## config.mk

```make
export PLATFORM = sky130hd
export DESIGN_NAME = pc_sequencer
export DESIGN_NICKNAME = d
export VERILOG_FILES = /design/src/rtl/pc_sequencer.sv
export SDC_FILE = /design/constraint.sdc
export NUM_CORES = 1
export LEC_CHECK = 0
export BUFFER_PORTS_ARGS = -buffer_cell sky130_fd_sc_hd__buf_2
export CAP_MARGIN = 40
export CORE_MARGIN = 8
export CORE_UTILIZATION = 30
export CTS_BUF_LIST = sky130_fd_sc_hd__clkbuf_4
export CTS_CLUSTER_SIZE = 16
export DETAILED_ROUTE_END_ITERATION = 10
export PLACE_DENSITY_LB_ADDON = 0.3
export SLEW_MARGIN = 20
export SYNTH_ARGS = -nofsm -noshare
export SYNTH_HDL_FRONTEND = slang
export SYNTH_SLANG_ARGS = --single-unit
```

## constraint.sdc

```tcl
create_clock -name clk -period 4.8 [get_ports clk]
set_input_delay 0.96 -clock clk [delete_from_list [all_inputs] [get_ports clk]]
set_output_delay 0.96 -clock clk [all_outputs]
set_load 0.005 [all_outputs]
```

## src/rtl/pc_sequencer.sv

```systemverilog
// Program-counter sequencer: fetch, decode, execute and retire one
// instruction at a time, feeding branch_control and holding pc/ir.
module pc_sequencer (
   input  logic        clk,
   input  logic        rst,
   input  logic        imem_ack,
   input  logic [31:0] instr,
   input  logic        alu_done,
   input  logic [31:0] incr_pc,
   output logic        imem_req,
   output logic [31:0] pc,
   output logic [31:0] ir,
   output logic [1:0]  counter_selector,
   output logic [2:0]  brtype,
   output logic        halted,
   output logic [15:0] retired
);

   typedef enum logic [2:0] {
      IDLE,
      FETCH,
      DECODE,
      EXEC,
      UPDATE,
      HALT
   } state_t;

   state_t state;
   state_t state_d;

   logic [2:0] cls;
   logic       is_br;
   logic       is_jl;
   logic       is_jr;
   logic       is_halt;
   logic       is_alu;
   logic [1:0] sel_d;
   logic [2:0] bt_d;

   assign cls     = ir[31:29];
   assign is_br   = (cls == 3'b001);
   assign is_jl   = (cls == 3'b010);
   assign is_jr   = (cls == 3'b011);
   assign is_halt = (cls == 3'b111);
   // Classes 100/101/110 fall through to ALU handling.
   assign is_alu  = !(is_br || is_jl || is_jr || is_halt);

   always_comb begin
      sel_d = 2'd0;
      bt_d  = 3'd0;
      unique case (1'b1)
         is_br: bt_d = ir[28:26];
         is_jl: sel_d = 2'd1;
         is_jr: sel_d = 2'd2;
         default: ;
      endcase
   end

   always_comb begin
      state_d = state;
      unique case (state)
         IDLE:   state_d = FETCH;
         FETCH:  if (imem_ack) state_d = DECODE;
         DECODE: state_d = is_halt ? HALT : EXEC;
         EXEC:   if (!is_alu || alu_done) state_d = UPDATE;
         UPDATE: state_d = FETCH;
         HALT:   state_d = HALT;
         default: state_d = IDLE;
      endcase
   end

   always_ff @(posedge clk) begin
      if (rst) begin
         state            <= IDLE;
         pc               <= 32'd0;
         ir               <= 32'd0;
         counter_selector <= 2'd0;
         brtype           <= 3'd0;
         retired          <= 16'd0;
      end else begin
         state <= state_d;
         if (state == FETCH && imem_ack) begin
            ir <= instr;
         end
         if (state == DECODE) begin
            counter_selector <= sel_d;
            brtype           <= bt_d;
         end
         // Selects read as zero for the whole fetch of the next word.
         if (state_d == FETCH) begin
            counter_selector <= 2'd0;
            brtype           <= 3'd0;
         end
         if (state == UPDATE) begin
            pc      <= incr_pc;
            retired <= retired + 16'd1;
         end
      end
   end

   assign imem_req = (state == FETCH);
   assign halted   = (state == HALT);

endmodule

```

==> flow_metrics.tcl <==
set metrics [dict create \
    post_cts.resized_instances 0 \
    start_util_pct 30.8 \
    tightestPinTransition_ns 0.639 \
    cts.sinks 88 \
    clk_transition_reported_paths_ns 0.14 \
    dp_worst_setup_slack_ns 2.45 \
    fp-row-count 38 \
    synth_top_cells_by_area "sky130_fd_sc_hd__dfxtp_1, sky130_fd_sc_hd__nand2_1, sky130_fd_sc_hd__a21oi_1" \
    root_buffer "sky130_fd_sc_hd__clkbuf_4" \
    grt_antenna_before_repair 0 \
    syn_to_final_growth_pct 32.5 \
    rsz0062_at_grt "false" \
    detailedRoute.firstPassIterationCount 4 \
    power_leakage_nw 1.94 \
    rr_endpoint "retired[15]" \
    post-synth-top-area-fraction_pct 52.5 \
    timing.critical_path.required_ns 3.84 \
    cts_tree "built" \
    clock_path_buffers 2 \
    first_iter_violations 136 \
    start_kind "flip-flop" \
    placement.io_buffers 154 \
    route.final.wire_length_um 9800 \
    fin_crit_ns 2.51 \
    nNetsFinal 624 \
    post_synth_inst_count 411 \
    route.detailed.vias_per_inst 4.59 \
    fp.dieArea_um2 14800 \
    postCtsSetupBuffers 0 \
    timing.critical_path.from "state[1]" \
    timing.reg2reg.worst_path_depth 4 \
    cp.buffers_inverters 2 \
    track_usage_pct 13.1 \
    floorplan.die.height_um 122 \
    rrSetupSlack_ns 2.55 \
    vias 3215 \
    critical_path_depth 4 \
    die_width_um 122 \
    worstPathMaxFanout 8 \
    holdCritPathClass "flip-flop to flip-flop" \
    cp_cell_sequence "and2b_2 > nand2_1 > inv_1 > buf_2" \
    timing.final.crit_share_pct 52.4 \
    n_fill_cell 1133 \
    final_hold_viol_count 0 \
    first_global_vias 3158 \
    setup_violations 0 \
    grt.overflow.total 0 \
    yosys.area.top_type "sky130_fd_sc_hd__dfxtp_1" \
    fraction_of_layout_instances_using_a_drive_strength_above_1_pct 33.2 \
    clock_latency_ns 0.45 \
    drc_errors 0 \
    clock_skew_ns 0.0155 \
    grt_pass1_wl_um 15500 \
    cts-hold-fix-buffers 0 \
    timing.critical_path.max_delay_family "flip-flops" \
    dpl.hpwl_um 7280 \
    status "complete, no violations" \
    worstSetupEndpointType "output pin" \
    syn-cell-area_um2 3360 \
    crit-reg2reg-launch "state[2]" \
    coreArea_um2 10900 \
    top_level_ports 155 \
    power_density_nw_per_um2 313 \
    drtAntennaViolNets 0 \
    arrival_ns 1.55 \
    critical_path_slowest_stage_cell "sky130_fd_sc_hd__dfxtp_1" \
    clock.fmax_mhz 398 \
    crit_path_end "halted" \
    synth.distinct_cells 42 \
    setup-tns-final_ns 0 \
    critPathKind "flip-flop to output pin" \
    synth.avg_cell_area_um2 8.17 \
    postSynthNetCount 480 \
    gpl.final_weighted_congestion 0.714 \
    vdd.ir_drop.worst_uv 148 \
    ff_latch_count_synth 88 \
    wl_per_cell_um 14.0 \
    slew_headroom_pct 57.4 \
    ctsHtreeMaxLevel 3 \
    pins_over_their_slew_limit 0 \
    synthesis.yosys.warnings 0 \
    inserted_clock_buffers 9 \
    finalWorstSetupSlack_ns 2.29 \
    whs_ns 0.461 \
    max_stage_delay_ns 0.53 \
    postLayoutCoreUtil_pct 40.9 \
    grt_start_max_net_pins 40 \
    diodes 0 \
    number_of_violations_of_the_max_capacitance_limit 0 \
    fraction_of_the_yosys_area_taken_by_sequential_cells_pct 52.5 \
]
-- cell families (layout without fill, tap and decap cells) --
kind of cell,Yosys count,in the layout,share of synthesized area [%]
xor+xnor,9,9,2.35
fa+ha+maj,1,1,0.373
mux,1,1,0.335
flops,88,88,52.5
buf+inv,32,181,3.95
compound gates,90,90,14.5
simple gates,190,190,26.1
-- state kept, by name (all words and copies together) (netlist names) --
signal,count
state,3
ir,32
pc,32
counter_selector,2
retired,16
brtype,3
-- power by group --
| part | internal (mW) | switching [mW] | leakage, nW |
|---|---|---|---|
| registers | 0.748 | 0.0137 | 0.712 |
| logic | 0.0535 | 0.0590 | 1.13 |
| clock network | 0.268 | 0.249 | 0.0980 |
-- routing by layer --
metal	global-route usage, %	wire [um]	share of wire (%)
met4	6.01	170	1.7
met1	15.6	4270	44
met3	7.08	1180	12
met2	19.1	4170	43
met5	0	0	0
-- worst min path at each step --
stage	startpoint	endpoint	slack, ns	cells past startpoint
finish	pc[21]	pc[21]	0.46	2
global route	pc[10]	pc[10]	0.48	2
CTS	pc[21]	pc[21]	0.46	2
detailed placement	pc[21]	pc[21]	0.45	2
global placement	pc[8]	pc[8]	0.44	2
floorplan	ir[0]	ir[0]	0.45	2
-- through the flow --
stage	std cells	cell area (um2)	power, mW
CTS	700	4450	1.42
finish	700	4450	1.39
floorplan	411	3360	0.830
global placement	681	4220	0.884
detailed placement	684	4270	0.892
global route	700	4450	1.46
-- cell usage in the layout (no fill, tap or decap), types with 2 or more instances in the layout --
master,n
sky130_fd_sc_hd__buf_2,154
sky130_fd_sc_hd__nand2_1,135
sky130_fd_sc_hd__dfxtp_1,88
sky130_fd_sc_hd__a21oi_1,75
sky130_fd_sc_hd__nor2_1,17
sky130_fd_sc_hd__clkbuf_4,10
sky130_fd_sc_hd__xnor2_1,8
sky130_fd_sc_hd__inv_1,6
sky130_fd_sc_hd__nand3_1,6
sky130_fd_sc_hd__o21ai_0,5
sky130_fd_sc_hd__nor3_1,5
sky130_fd_sc_hd__nor2b_1,3
sky130_fd_sc_hd__a22oi_1,3
sky130_fd_sc_hd__nand4_1,3
sky130_fd_sc_hd__nor4_1,3
sky130_fd_sc_hd__bufinv_16,3
sky130_fd_sc_hd__and2_1,2
sky130_fd_sc_hd__nor4b_1,2
sky130_fd_sc_hd__or3_1,2
sky130_fd_sc_hd__a31o_2,2
sky130_fd_sc_hd__buf_8,2
sky130_fd_sc_hd__buf_4,2
-- area by class of cell --
cell class                      instances  area [um2]  share of cell area (%)
Clock inverter                          6         108                    2.42
Multi-Input combinational cell        291        1470                    33.1
Sequential cell                        88        1760                    39.6
Timing Repair Buffer                  159         836                    18.8
Clock buffer                           10        75.1                    1.69
Inverter                                6        22.5                   0.506
Tap cell                              140         175                    3.94
-- cells in the mapped netlist, drive strengths merged --
cell type    n
a31o         2
clkbuf      21
ha           1
a22oi        3
o22a         1
nand2      135
dfxtp       88
a21oi       75
nand3        6
nand4bb      1
nor3b        1
xnor2        8
a21o         1
inv          6
or4          2
and2b        1
or3b         2
nand2b       1
and3         1
mux2         1
nand4        4
nor3         5
nand4b       1
o21ba        1
o21ai        5
nor2b        3
xor2         1
a211o        1
nor2        17
nor4         4
nor4b        2
a32oi        1
and2         2
buf          5
or3          2
-- worst register-to-register path, delay by kind of cell, from the launching register on --
| kind | cells | cell delay (ns) |
|---|---|---|
| flip-flops | 1 | 0.61 |
| AND/OR/NAND/NOR | 3 | 1.25 |
| multiplexers | 1 | 0.28 |
(Power assumes the default switching activity.)
